`config.mk`:
```
export PLATFORM = sky130hd
export DESIGN_NAME = sccb_init_seq
export DESIGN_NICKNAME = d
export VERILOG_FILES = /design/src/rtl/sccb_init_seq.sv
export SDC_FILE = /design/constraint.sdc
export NUM_CORES = 1
export LEC_CHECK = 0
export CORE_MARGIN = 2
export CORE_UTILIZATION = 50
export CTS_CLUSTER_SIZE = 40
export DETAILED_ROUTE_END_ITERATION = 8
export HOLD_SLACK_MARGIN = 0.1
export PLACE_DENSITY = 0.71
export SETUP_SLACK_MARGIN = 0.1
export SYNTH_ARGS = -nofsm -noshare
export SYNTH_HDL_FRONTEND = slang
export SYNTH_SLANG_ARGS = --single-unit
```
`constraint.sdc`:
```
create_clock -name clk -period 9.55 [get_ports clk]
set_clock_uncertainty 0.2 [all_clocks]
set_input_delay 1.4325 -clock clk [delete_from_list [all_inputs] [get_ports clk]]
set_output_delay 1.4325 -clock clk [all_outputs]
set_load 0.02 [all_outputs]
```
`src/rtl/sccb_init_seq.sv`:
```
`default_nettype none
// ============================================================================
// Module      : sccb_init_seq
// Description : Walks a register-initialisation table held in an external
//               combinational ROM. Each entry is issued as one SCCB write
//               through a request/ack/done handshake. Entries with register
//               address 0xFF are delay markers and wait data*TICK_CYCLES
//               cycles instead of issuing a write. Consecutive entries are
//               separated by GAP_CYCLES idle cycles.
//               Optional macro SCCB_INIT_READBACK_EN reads every written
//               register back and raises a sticky error on a mismatch.
// Revision    : 1.0 - initial release
// ============================================================================
module sccb_init_seq #(
  parameter int unsigned NUM_ENTRIES = 64,
  parameter int unsigned GAP_CYCLES  = 16,
  parameter int unsigned TICK_CYCLES = 100000
) (
  input  logic        clk,
  input  logic        rst,
  input  logic        start,
  output logic [7:0]  tbl_index,
  input  logic [15:0] tbl_entry,
  output logic        write_request,
  output logic [7:0]  write_addr,
  output logic [7:0]  write_data,
  input  logic        request_ack,
  input  logic        done,
  output logic        busy,
  output logic        init_done
`ifdef SCCB_INIT_READBACK_EN
  ,
  output logic        read_request,
  output logic [7:0]  read_addr,
  input  logic [7:0]  read_data,
  output logic        error
`endif
);

  // One shared down-counter serves both the delay marker and the gap, so it
  // must hold the larger of the longest delay (data=255) and the gap length.
  localparam int unsigned c_MAX_DELAY = 255 * TICK_CYCLES;
  localparam int unsigned c_MAX_CNT   = (c_MAX_DELAY > GAP_CYCLES) ? c_MAX_DELAY : GAP_CYCLES;
  localparam int          c_CNT_W     = $clog2(c_MAX_CNT + 1);

  localparam logic [c_CNT_W-1:0] c_GAP_LOAD = c_CNT_W'(GAP_CYCLES - 1);
  localparam logic [c_CNT_W-1:0] c_TICK     = c_CNT_W'(TICK_CYCLES);
  localparam logic [c_CNT_W-1:0] c_ONE      = c_CNT_W'(1);
  localparam logic [7:0]         c_LAST_IDX = 8'(NUM_ENTRIES - 1);
  localparam logic [7:0]         c_DLY_ADDR = 8'hFF;

  typedef enum logic [3:0] {
    S_IDLE,
    S_LOAD,
    S_REQ,
    S_WAIT_DONE,
    S_DELAY,
    S_GAP,
    S_FINISHED
`ifdef SCCB_INIT_READBACK_EN
    ,
    S_RB_REQ,
    S_RB_WAIT
`endif
  } state_t;

  state_t               state_q, state_d;
  logic [7:0]           index_q, index_d;
  logic [7:0]           addr_q,  addr_d;
  logic [7:0]           data_q,  data_d;
  logic [c_CNT_W-1:0]   cnt_q,   cnt_d;
  logic                 wreq_q;
  logic [c_CNT_W-1:0]   w_delay_total;
`ifdef SCCB_INIT_READBACK_EN
  logic                 rreq_q;
  logic                 err_q,   err_d;
`endif

  // Delay length of the entry currently presented by the ROM.
  assign w_delay_total = c_CNT_W'(tbl_entry[7:0]) * c_TICK;

  // Next-state, table index, latched entry and shared counter.
  always_comb begin
    state_d = state_q;
    index_d = index_q;
    addr_d  = addr_q;
    data_d  = data_q;
    cnt_d   = cnt_q;
`ifdef SCCB_INIT_READBACK_EN
    err_d   = err_q;
`endif
    case (state_q)
      S_IDLE, S_FINISHED: begin
        if (start) begin
          state_d = S_LOAD;
          index_d = '0;
          cnt_d   = '0;
`ifdef SCCB_INIT_READBACK_EN
          err_d   = 1'b0;
`endif
        end
      end
      S_LOAD: begin
        addr_d = tbl_entry[15:8];
        data_d = tbl_entry[7:0];
        if (tbl_entry[15:8] == c_DLY_ADDR) begin
          state_d = S_DELAY;
          // A zero delay still spends one cycle in DELAY.
          cnt_d   = (w_delay_total == '0) ? '0 : (w_delay_total - c_ONE);
        end else begin
          state_d = S_REQ;
        end
      end
      S_REQ: begin
        if (request_ack) begin
          state_d = S_WAIT_DONE;
        end
      end
      S_WAIT_DONE: begin
        if (done) begin
`ifdef SCCB_INIT_READBACK_EN
          state_d = S_RB_REQ;
`else
          state_d = S_GAP;
          cnt_d   = c_GAP_LOAD;
`endif
        end
      end
      S_DELAY: begin
        if (cnt_q == '0) begin
          state_d = S_GAP;
          cnt_d   = c_GAP_LOAD;
        end else begin
          cnt_d   = cnt_q - c_ONE;
        end
      end
      S_GAP: begin
        if (cnt_q == '0) begin
          if (index_q == c_LAST_IDX) begin
            state_d = S_FINISHED;
          end else begin
            state_d = S_LOAD;
            index_d = index_q + 8'd1;
          end
        end else begin
          cnt_d = cnt_q - c_ONE;
        end
      end
`ifdef SCCB_INIT_READBACK_EN
      S_RB_REQ: begin
        if (request_ack) begin
          state_d = S_RB_WAIT;
        end
      end
      S_RB_WAIT: begin
        if (done) begin
          if (read_data != data_q) begin
            err_d = 1'b1;
          end
          state_d = S_GAP;
          cnt_d   = c_GAP_LOAD;
        end
      end
`endif
      default: begin
        state_d = S_IDLE;
      end
    endcase
  end

  // State and datapath registers; request strobes are registered so the
  // SCCB master sees glitch-free levels.
  always_ff @(posedge clk) begin
    if (!rst) begin
      state_q <= S_IDLE;
      index_q <= '0;
      addr_q  <= '0;
      data_q  <= '0;
      cnt_q   <= '0;
      wreq_q  <= 1'b0;
`ifdef SCCB_INIT_READBACK_EN
      rreq_q  <= 1'b0;
      err_q   <= 1'b0;
`endif
    end else begin
      state_q <= state_d;
      index_q <= index_d;
      addr_q  <= addr_d;
      data_q  <= data_d;
      cnt_q   <= cnt_d;
      wreq_q  <= (state_d == S_REQ);
`ifdef SCCB_INIT_READBACK_EN
      rreq_q  <= (state_d == S_RB_REQ);
      err_q   <= err_d;
`endif
    end
  end

  assign tbl_index     = index_q;
  assign write_request = wreq_q;
  assign write_addr    = addr_q;
  assign write_data    = data_q;
  assign busy          = (state_q != S_IDLE) && (state_q != S_FINISHED);
  assign init_done     = (state_q == S_FINISHED);
`ifdef SCCB_INIT_READBACK_EN
  assign read_request  = rreq_q;
  assign read_addr     = addr_q;
  assign error         = err_q;
`endif

endmodule
`default_nettype wire

```
==> results of run 1 <==
-- layout make-up --
class	instances	area [um^2]
Fill cell	952	4050
Multi-Input combinational cell	536	3660
Sequential cell	54	1080
Timing Repair Buffer	48	478
Inverter	45	169
Tap cell	133	166
Clock buffer	6	82.6
Clock inverter	2	38.8
-- sequential cells by signal, summed over array words and instances, names as in the netlist --
signal,cells
tbl_index,8
write_request,1
cnt_q,25
write_addr,8
write_data,8
state_q,4
-- power groups by stage --
stage | Clock [W] | Sequential, W | Combinational (W)
2_1_floorplan | 0 | 0.000235 | 0.000331
3_3_place_gp | 0 | 0.000234 | 0.000432
3_5_place_dp | 0 | 0.000234 | 0.000442
4_1_cts | 0.000167 | 0.000229 | 0.000444
5_1_grt | 0.000177 | 0.000230 | 0.000498
6_report | 0.000165 | 0.000229 | 0.000450
-- critical path, delay by kind of cell --
family | cells | cell delay [ns]
AO/OA/AOI/OAI | 5 | 1.98
adder cells (fa/ha/maj) | 5 | 1.99
buffers and inverters | 4 | 0.85
AND/OR/NAND/NOR | 4 | 1.04
-- Yosys cell counts, drive strengths merged (5+ instances only) --
library cell,number,area [um^2]
nor3,24,120
and2,8,50.1
or3,7,43.8
nand2,79,297
o211ai,9,67.6
a21o,6,45.0
clkbuf,20,75.1
ha,57,713
a21oi,61,317
nand4,7,58.8
nand3,26,130
nor4,11,68.8
o21ai,43,215
or4,6,52.6
nor2,49,200
inv,44,165
a22oi,6,45.0
and3,8,50.1
nor2b,6,37.5
dfxtp,54,1080
fa,12,240
a211oi,8,70.1
xor2,16,140
o22ai,5,31.3
xnor2,18,158
nand2b,8,50.1
-- worst paths after layout --
check / end / slack (ns)
setup / recovery: cnt_q[10] / 2.26
hold / removal: write_data[3] / 0.26
setup reg to reg: cnt_q[10] / 5.79
hold reg to reg: write_data[3] / 0.26
-- routing by layer --
| layer | GRT usage [%] | vias up |
|---|---|---|
| li1 | - | 2428 |
| met1 | 31.2 | 2288 |
| met2 | 45.0 | 135 |
| met3 | 2.38 | 25 |
| met4 | 8.88 | 0 |
| met5 | 0 | - |
-- through the flow --
stage               setup slack, ns  utilization, %  power (W)  instances  hold WS, ns
CTS                            2.44            58.4   0.000840        824        0.262
global route                   2.02            58.4   0.000904        824        0.281
detailed placement             2.13            57.1   0.000677        816        0.248
floorplan                      3.81               -   0.000565        658        0.249
finish                         2.26            58.4   0.000844        824        0.260
global placement               2.13            57.1   0.000666        816        0.243
-- cells by family (layout without fill, tap and decap cells) --
| kind of cell | count (synthesis) | count (layout) | synth area share [%] |
|---|---|---|---|
| other | 1 | 1 | 0.0749 |
| flip-flops | 54 | 54 | 21.6 |
| buffers and inverters | 68 | 101 | 5.30 |
| adder cells (fa/ha/maj) | 69 | 69 | 19.0 |
| AO/OA/AOI/OAI | 176 | 176 | 22.1 |
| AND/OR/NAND/NOR | 256 | 256 | 25.9 |
| XOR/XNOR | 34 | 34 | 5.95 |
==> impl_metrics.toml, run 1 <==
[floorplan]
core_um2 = 9730
initial_utilization_pct = 51.4
ios = 48
fp-row-count = 36
dieArea_um2 = 10800
die_h_um = 104
die-width_um = 104

[detailed_routing]
drt-pass1-iter-count = 5
maxUsedRoutingLayer = "met4"
wl_met2_um = 6770
ant_nets = 0
drc = 0
wl_um = 13300
wl_met1_um = 5740
wl_per_cell_um = 16.2
viasPerCell = 5.92
drt-initial-drc-count = 285
vias = 4876
dr_wl_met3_um = 487

[sta]
post-route-period-util_pct = 76.3
relSlewSlack_pct = 24.8
hold_viol = 0
setup_viol = 0
worst_pin_slew_ns = 1.13
drv_slew = 0
rsz0062_at_grt = "no"
fmax_mhz = 137
finalCriticalPeriod_ns = 7.29
setup_tns_ns = 0

[synth]
yosys_warnings = 0
synth_cells = 658
async_reset_ff_share_pct = 0
synth_edf_count = 0
synth_cell_types = 63
ys.flop_type = "dfxtp_1"
ys_ff_latch = 54
avgSynthCellArea_um2 = 7.61
syn-num-nets = 748
synth-seq-area-share_pct = 21.6
synthesis.area_um2 = 5000

[finish]
area_delta_synth_final_pct = 13.5
diodes = 0
drive_gt1_share_pct = 3.62
postLayoutCellArea_um2 = 5680
layout_common_cells = "nand2_1 (79), a21oi_1 (60), ha_1 (57)"
fin_nets = 780
final_common_cell = "nand2_1"

[global_route]
grt_overflow = 0
grt_pass1_vias = 4637
grt_use_total_pct = 25.1
antenna_found_initial = 0
grt_pass1_wl_um = 22600
grt_max_degree = 35

[clocking]
cts_buffer_depth = 2
clkTransAtPathRegs_ns = 0.10
worstSkewPairLatency_ns = 0.32
numCtsBuffers = 5
cts-root-buf = "clkbuf_8"
postCtsHoldBufs = 0
cts-htree-levels = 2
cts_tree = "built"
post_cts_resized = 0
post-cts-setup-buffers = 0
clock_sinks = 54

[placed_design]
hpwl_um = 10600
postPlaceCellArea_um2 = 5560
place.gp.congestion = 0.932
portBuffers = 47

[worst_hold_path]
min_from = "write_data[3]"
hold_path_class = "reg2reg"
hold_depth = 2

[worst_setup_path]
critPathKind = "in2reg"
critPathArrivalTime_ns = 7.31
critPathLaunchType = "primary input"
cp_data_required_time_ns = 9.57
cp_max_fo = 15
crit_slowest_cell = "a21oi_1"
timing.rr.start = "cnt_q[0]"
rr_worst_depth = 10
crit_start = "tbl_entry[6]"
critPathMaxStageDelay_ns = 0.84
cp-end-kind = "register"
crit_chain = "clkdlybuf4s50_1 -> inv_1 -> ha_1 -> ha_1 -> inv_1 -> fa_1 -> inv_1 -> fa_1 -> ha_1 -> a211oi_1 -> nor2_1 -> o41ai_1 -> o21ai_0 -> nor3_1 -> nor4b_2 -> a21oi_1 -> nand2_1 -> o22ai_1"

[pwr]
power_density_nw_per_um2 = 149
p_comb_share_pct = 53.3
leakage_nw = 2.25
intPower_w = 0.000485
ir_worst_vdd_v = 0.000108
power.switching_w = 0.000360
seq_power_share_pct = 27.1
netSwitchingFraction_pct = 42.6
p_clk_share_pct = 19.5

[run]
max_cap_violations = 0

[run_status]
status = "finished, final reports clean"
No activity file was read; power rests on OpenSTA's default activity.
==> run 2: changes to the inputs <==
--- a/config.mk
+++ b/config.mk
@@ -10,7 +10,7 @@
 export CTS_CLUSTER_SIZE = 40
 export DETAILED_ROUTE_END_ITERATION = 8
 export HOLD_SLACK_MARGIN = 0.1
-export PLACE_DENSITY = 0.71
+export PLACE_DENSITY = 0.74
 export SETUP_SLACK_MARGIN = 0.1
 export SYNTH_ARGS = -nofsm -noshare
 export SYNTH_HDL_FRONTEND = slang
==> constraint.sdc (replaced) <==
create_clock -name clk -period 6.35 [get_ports clk]
set_clock_uncertainty 0.2 [all_clocks]
set_input_delay 0.9525 -clock clk [delete_from_list [all_inputs] [get_ports clk]]
set_output_delay 0.9525 -clock clk [all_outputs]
set_load 0.02 [all_outputs]
==> run 2 against run 1 <==
Effect of this change: first-iteration DRC count is 9.1% higher; critical path type unchanged; setup slack got worse by 1.9 ns; largest power group unchanged; sequential power up 51%; global-route usage fell by 0.64 points.
==> impl_metrics.toml, run 2 (synthesized netlist as in run 1, its figures left out) <==
[run_status]
status = "finished, final reports clean"

[floorplan]
ios = 48
die_h_um = 104
fp-row-count = 36
core_um2 = 9730
die-width_um = 104
initial_utilization_pct = 51.4
dieArea_um2 = 10800

[global_route]
grt_pass1_wl_um = 22200
antenna_found_initial = 0
grt_use_total_pct = 24.4
grt_overflow = 0
grt_max_degree = 34
grt_pass1_vias = 4717

[worst_setup_path]
cp_max_fo = 7
critPathLaunchType = "primary input"
cp_data_required_time_ns = 6.42
critPathKind = "in2reg"
cp-end-kind = "register"
critPathArrivalTime_ns = 6.03

[sta]
finalCriticalPeriod_ns = 5.96
relSlewSlack_pct = 25.1
setup_viol = 0
hold_viol = 0
drv_slew = 0
rsz0062_at_grt = "no"
fmax_mhz = 168
setup_tns_ns = 0
worst_pin_slew_ns = 1.12
post-route-period-util_pct = 93.9
whs_ns = 0.262

[clocking]
clock_sinks = 54
cts_buffer_depth = 2
cts-root-buf = "clkbuf_8"
worstSkewPairLatency_ns = 0.32
numCtsBuffers = 5
clkTransAtPathRegs_ns = 0.11
post-cts-setup-buffers = 0
cts_tree = "built"
cts-htree-levels = 2

[finish]
largest_reg_flops = 25
area_delta_synth_final_pct = 16.1
fin_util_pct = 59.7
layout_common_cells = "nand2_1 (79), a21oi_1 (60), ha_1 (57)"
fin_nets = 796
diodes = 0
fin_cells = 840
top_register = "cnt_q"
final_common_cell = "nand2_1"
n_fill_cell = 906
drive_gt1_share_pct = 5.94

[detailed_routing]
ant_nets = 0
drt-initial-drc-count = 311
wl_per_cell_um = 16.2
wl_um = 13600
drt-pass1-iter-count = 5
viasPerCell = 5.90
drc = 0
vias = 4952

[pwr]
ir_worst_vdd_v = 0.000151
leakage_nw = 2.32
power_w = 0.00130
power_density_nw_per_um2 = 224

[worst_hold_path]
hold_path_class = "reg2reg"

[placed_design]
place.gp.congestion = 0.939
portBuffers = 47
hpwl_um = 10800
place_inst = 832

[run]
max_cap_violations = 0
==> run 2: changes by cell type in the layout (fill, tap and decap cells not counted), sizes merged <==
| cell | before | now |
|---|---|---|
| clkbuf | 6 | 5 |
| buf | 1 | 17 |
| clkinvlp | 0 | 1 |
==> run 2: critical path, stage by stage <==
cell             delay, ns
clkdlybuf4s50_1       0.58
ha_1                  0.29
ha_1                  0.30
fa_1                  0.51
inv_1                 0.06
fa_1                  0.53
inv_1                 0.05
ha_1                  0.36
o21ai_1               0.14
o211ai_1              0.32
nand2_1               0.15
o311a_1               0.31
nor3_1                0.48
nor4b_2               0.14
a21o_1                0.30
or3_1                 0.41
a21oi_1               0.15
==> run 2: layout make-up <==
cell class | instances | area (um^2) | share of cell area (%)
tap | 133 | 166 | 2.86
sequential | 54 | 1080 | 18.6
multi-input combinational | 536 | 3680 | 63.3
timing repair buffer | 64 | 598 | 10.3
clock inverter | 3 | 48.8 | 0.840
inverter | 45 | 169 | 2.91
clock buffer | 5 | 68.8 | 1.18
==> run 2: what timing repair did <==
action                     in CTS  in global routing
resized for setup               0                  2
hold endpoints to repair        0                  0
hold buffers                    0                  0
setup endpoints to repair       0                 11
==> run 2: path summary, 6_finish.rpt <==
check / startpoint / endpoint / slack [ns] / depth (start not counted)
worst min-delay path: write_addr[6] / write_addr[6] / 0.26 / 2
worst max-delay path: tbl_entry[4] / cnt_q[16] / 0.39 / 17
worst max register to register: cnt_q[0] / cnt_q[2] / 2.67 / 11
worst min register to register: write_addr[6] / write_addr[6] / 0.26 / 2
==> run 2: through the flow <==
stage               area [um^2]  worst slack (ns)
finish                     5810             0.387
global route               5810             0.135
CTS                        5800             0.420
detailed placement         5680             0.102
global placement           5680             0.144
floorplan                  5000              1.09
==> run 2: per-layer routing <==
layer  wire, um  vias to the layer above  track usage (%)
li1           -                     2454                -
met1       5940                     2309             31.3
met2       6560                      154             41.2
met3        686                       35             3.76
met4        410                        0             9.56
met5          0                        -                0
==> run 2: report_power, final <==
group | total [W] | switching [W] | internal (W)
Combinational | 0.000704 | 0.000415 | 0.000289
Sequential | 0.000345 | 0.00000369 | 0.000341
Clock | 0.000251 | 0.000130 | 0.000120
==> run 3: changes to the inputs <==
--- a/config.mk
+++ b/config.mk
@@ -9,8 +9,9 @@
 export CORE_UTILIZATION = 50
 export CTS_CLUSTER_SIZE = 40
 export DETAILED_ROUTE_END_ITERATION = 8
+export DONT_BUFFER_PORTS = 1
 export HOLD_SLACK_MARGIN = 0.1
-export PLACE_DENSITY = 0.74
+export PLACE_DENSITY = 0.66
 export SETUP_SLACK_MARGIN = 0.1
 export SYNTH_ARGS = -nofsm -noshare
 export SYNTH_HDL_FRONTEND = slang
==> run 3 against run 2 <==
Effect of this change: final cell count shrank 6.9%; via count shrank 6.3%; sequential power is essentially flat; critical path depth grew 1; non-clock buffer count shrank 58; count of clock-buffer cells in the layout grew 1; die area is the same; fmax grew 7.4%; sequential share of layout area grew 2.1 points; critical path type unchanged; critical endpoint is now cnt_q[10]; largest cell class unchanged.
==> impl_metrics.toml, run 3 (synthesized netlist as in run 1, its figures left out) <==
[worst_setup_path]
rr_worst_depth = 11
crit_slowest_cell = "ha_1"
critPathLaunchType = "primary input"
worst_r2r_endpoint = "cnt_q[2]"
reg2reg_slack_ns = 2.66
crit_start = "tbl_entry[6]"
critPathKind = "in2reg"
timing.rr.start = "cnt_q[0]"
cp_top_family = "adder cells"
critPathArrivalTime_ns = 5.57
path_buf_inv = 4
crit_chain = "inv_1 -> ha_1 -> inv_1 -> ha_1 -> inv_1 -> fa_1 -> inv_1 -> fa_1 -> ha_1 -> a211oi_1 -> nor2_1 -> o41ai_1 -> o21ai_0 -> nor3_1 -> nor4b_2 -> a21oi_1 -> nand2_1 -> o22ai_1"
critPathMaxStageDelay_ns = 0.50
cp_max_fo = 15
cp-end-kind = "register"
cp_common_cell = "inv_1"
cp_data_required_time_ns = 6.37

[placed_design]
place.gp.congestion = 0.988
portBuffers = 0
postPlaceCellArea_um2 = 5120
hpwl_um = 10400
place_inst = 774

[clocking]
cts_buffer_depth = 2
clock_sinks = 54
numCtsBuffers = 5
cts_tree = "built"
clkTransAtPathRegs_ns = 0.10
post-cts-setup-buffers = 0
cts-htree-levels = 2
cts-root-buf = "clkbuf_8"
post_cts_resized = 0
postCtsHoldBufs = 0
worstSkewPairLatency_ns = 0.31

[finish]
drive_gt1_share_pct = 4.62
largest_reg_flops = 25
layout.area.seq_um2 = 1080
area_delta_synth_final_pct = 4.37
fin_nets = 738
fin_cells = 782
final_common_cell = "nand2_1"
top_register = "cnt_q"
layout_common_cells = "nand2_1 (79), a21oi_1 (60), ha_1 (57)"
diodes = 0
multi_input_area_um2 = 3660
n_fill_cell = 963
postLayoutCellArea_um2 = 5220

[detailed_routing]
wl_um = 12900
drt-initial-drc-count = 268
wl_per_cell_um = 16.6
vias = 4641
viasPerCell = 5.93
drc = 0
drt-pass1-iter-count = 5
ant_nets = 0

[pwr]
leakage_nw = 2.09
power_density_nw_per_um2 = 232
power_w = 0.00121
ir_worst_vdd_v = 0.000163

[floorplan]
die_h_um = 104
die-width_um = 104
fp-row-count = 36
dieArea_um2 = 10800
initial_utilization_pct = 51.4
ios = 48
core_um2 = 9730

[worst_hold_path]
min_from = "cnt_q[4]"
hold_path_class = "reg2reg"
hold_end = "cnt_q[4]"
hold_depth = 2

[global_route]
grt_use_total_pct = 23.8
grt_pass1_wl_um = 21500
grt_overflow = 0
grt_pass1_vias = 4375
grt_max_degree = 35
antenna_found_initial = 0

[sta]
post-route-period-util_pct = 87.5
setup_tns_ns = 0
fmax_mhz = 180
hold_viol = 0
setup_viol = 0
drv_slew = 0
rsz0062_at_grt = "no"
relSlewSlack_pct = 34.9
finalCriticalPeriod_ns = 5.55
whs_ns = 0.291
worst_pin_slew_ns = 0.970

[run_status]
status = "finished, final reports clean"

[run]
max_cap_violations = 0
run 3: cell types whose count changed in the layout (fill, tap and decap cells not counted), sizes merged:
cell           previous run  this run
bufinv                    1         0
clkbuf                    5         6
clkdlybuf4s50            47         0
buf                      17         6
run 3: worst register-to-register path: cells and delay by family (launching register included):
family	cells	cell delay, ns
buffers and inverters	1	0.08
AOI/OAI and AO/OA	4	1.01
and+or+nand+nor	5	1.79
adders and majority gates	1	0.17
DFF	1	0.34
run 3: area by class of cell:
type                    count  area share [%]
clock buffers               6            1.58
clock inverters             2           0.311
multi-input cells         536            70.1
inverters                  45            3.23
flip-flops and latches     54            20.7
repair buffers              6           0.862
well taps                 133            3.19
run 3: layer usage:
metal / global-route usage [%] / routed length [um] / vias to the layer above
met3: 2.01 / 511 / 24
met4: 8.59 / 395 / 0
met1: 29.5 / 5420 / 2161
li1: - / - / 2335
met5: 0 / 0 / -
met2: 43.0 / 6620 / 121
run 3: where the power goes:
part           internal, W  leakage [nW]  total (W)  switching (W)
registers         0.000341         0.436   0.000347     0.00000631
logic             0.000253          1.61   0.000657       0.000404
clock network    0.0000901        0.0478   0.000210       0.000120
total             0.000684          2.09    0.00121       0.000530
run 3: worst max-delay path by stage:
| stage | endpoint | slack [ns] | cells past startpoint |
|---|---|---|---|
| after global routing | cnt_q[7] | 0.50 | 18 |
| after global placement | cnt_q[10] | 0.62 | 17 |
| final | cnt_q[10] | 0.80 | 18 |
| after detailed placement | cnt_q[7] | 0.54 | 19 |
| after CTS | cnt_q[7] | 0.84 | 19 |
| after floorplan | cnt_q[18] | 1.09 | 17 |
run 3: per-stage QoR:
step	util, %	setup WS, ns
floorplan	-	1.09
finish	53.7	0.797
global route	53.7	0.501
detailed placement	52.7	0.536
global placement	52.7	0.616
CTS	53.7	0.841
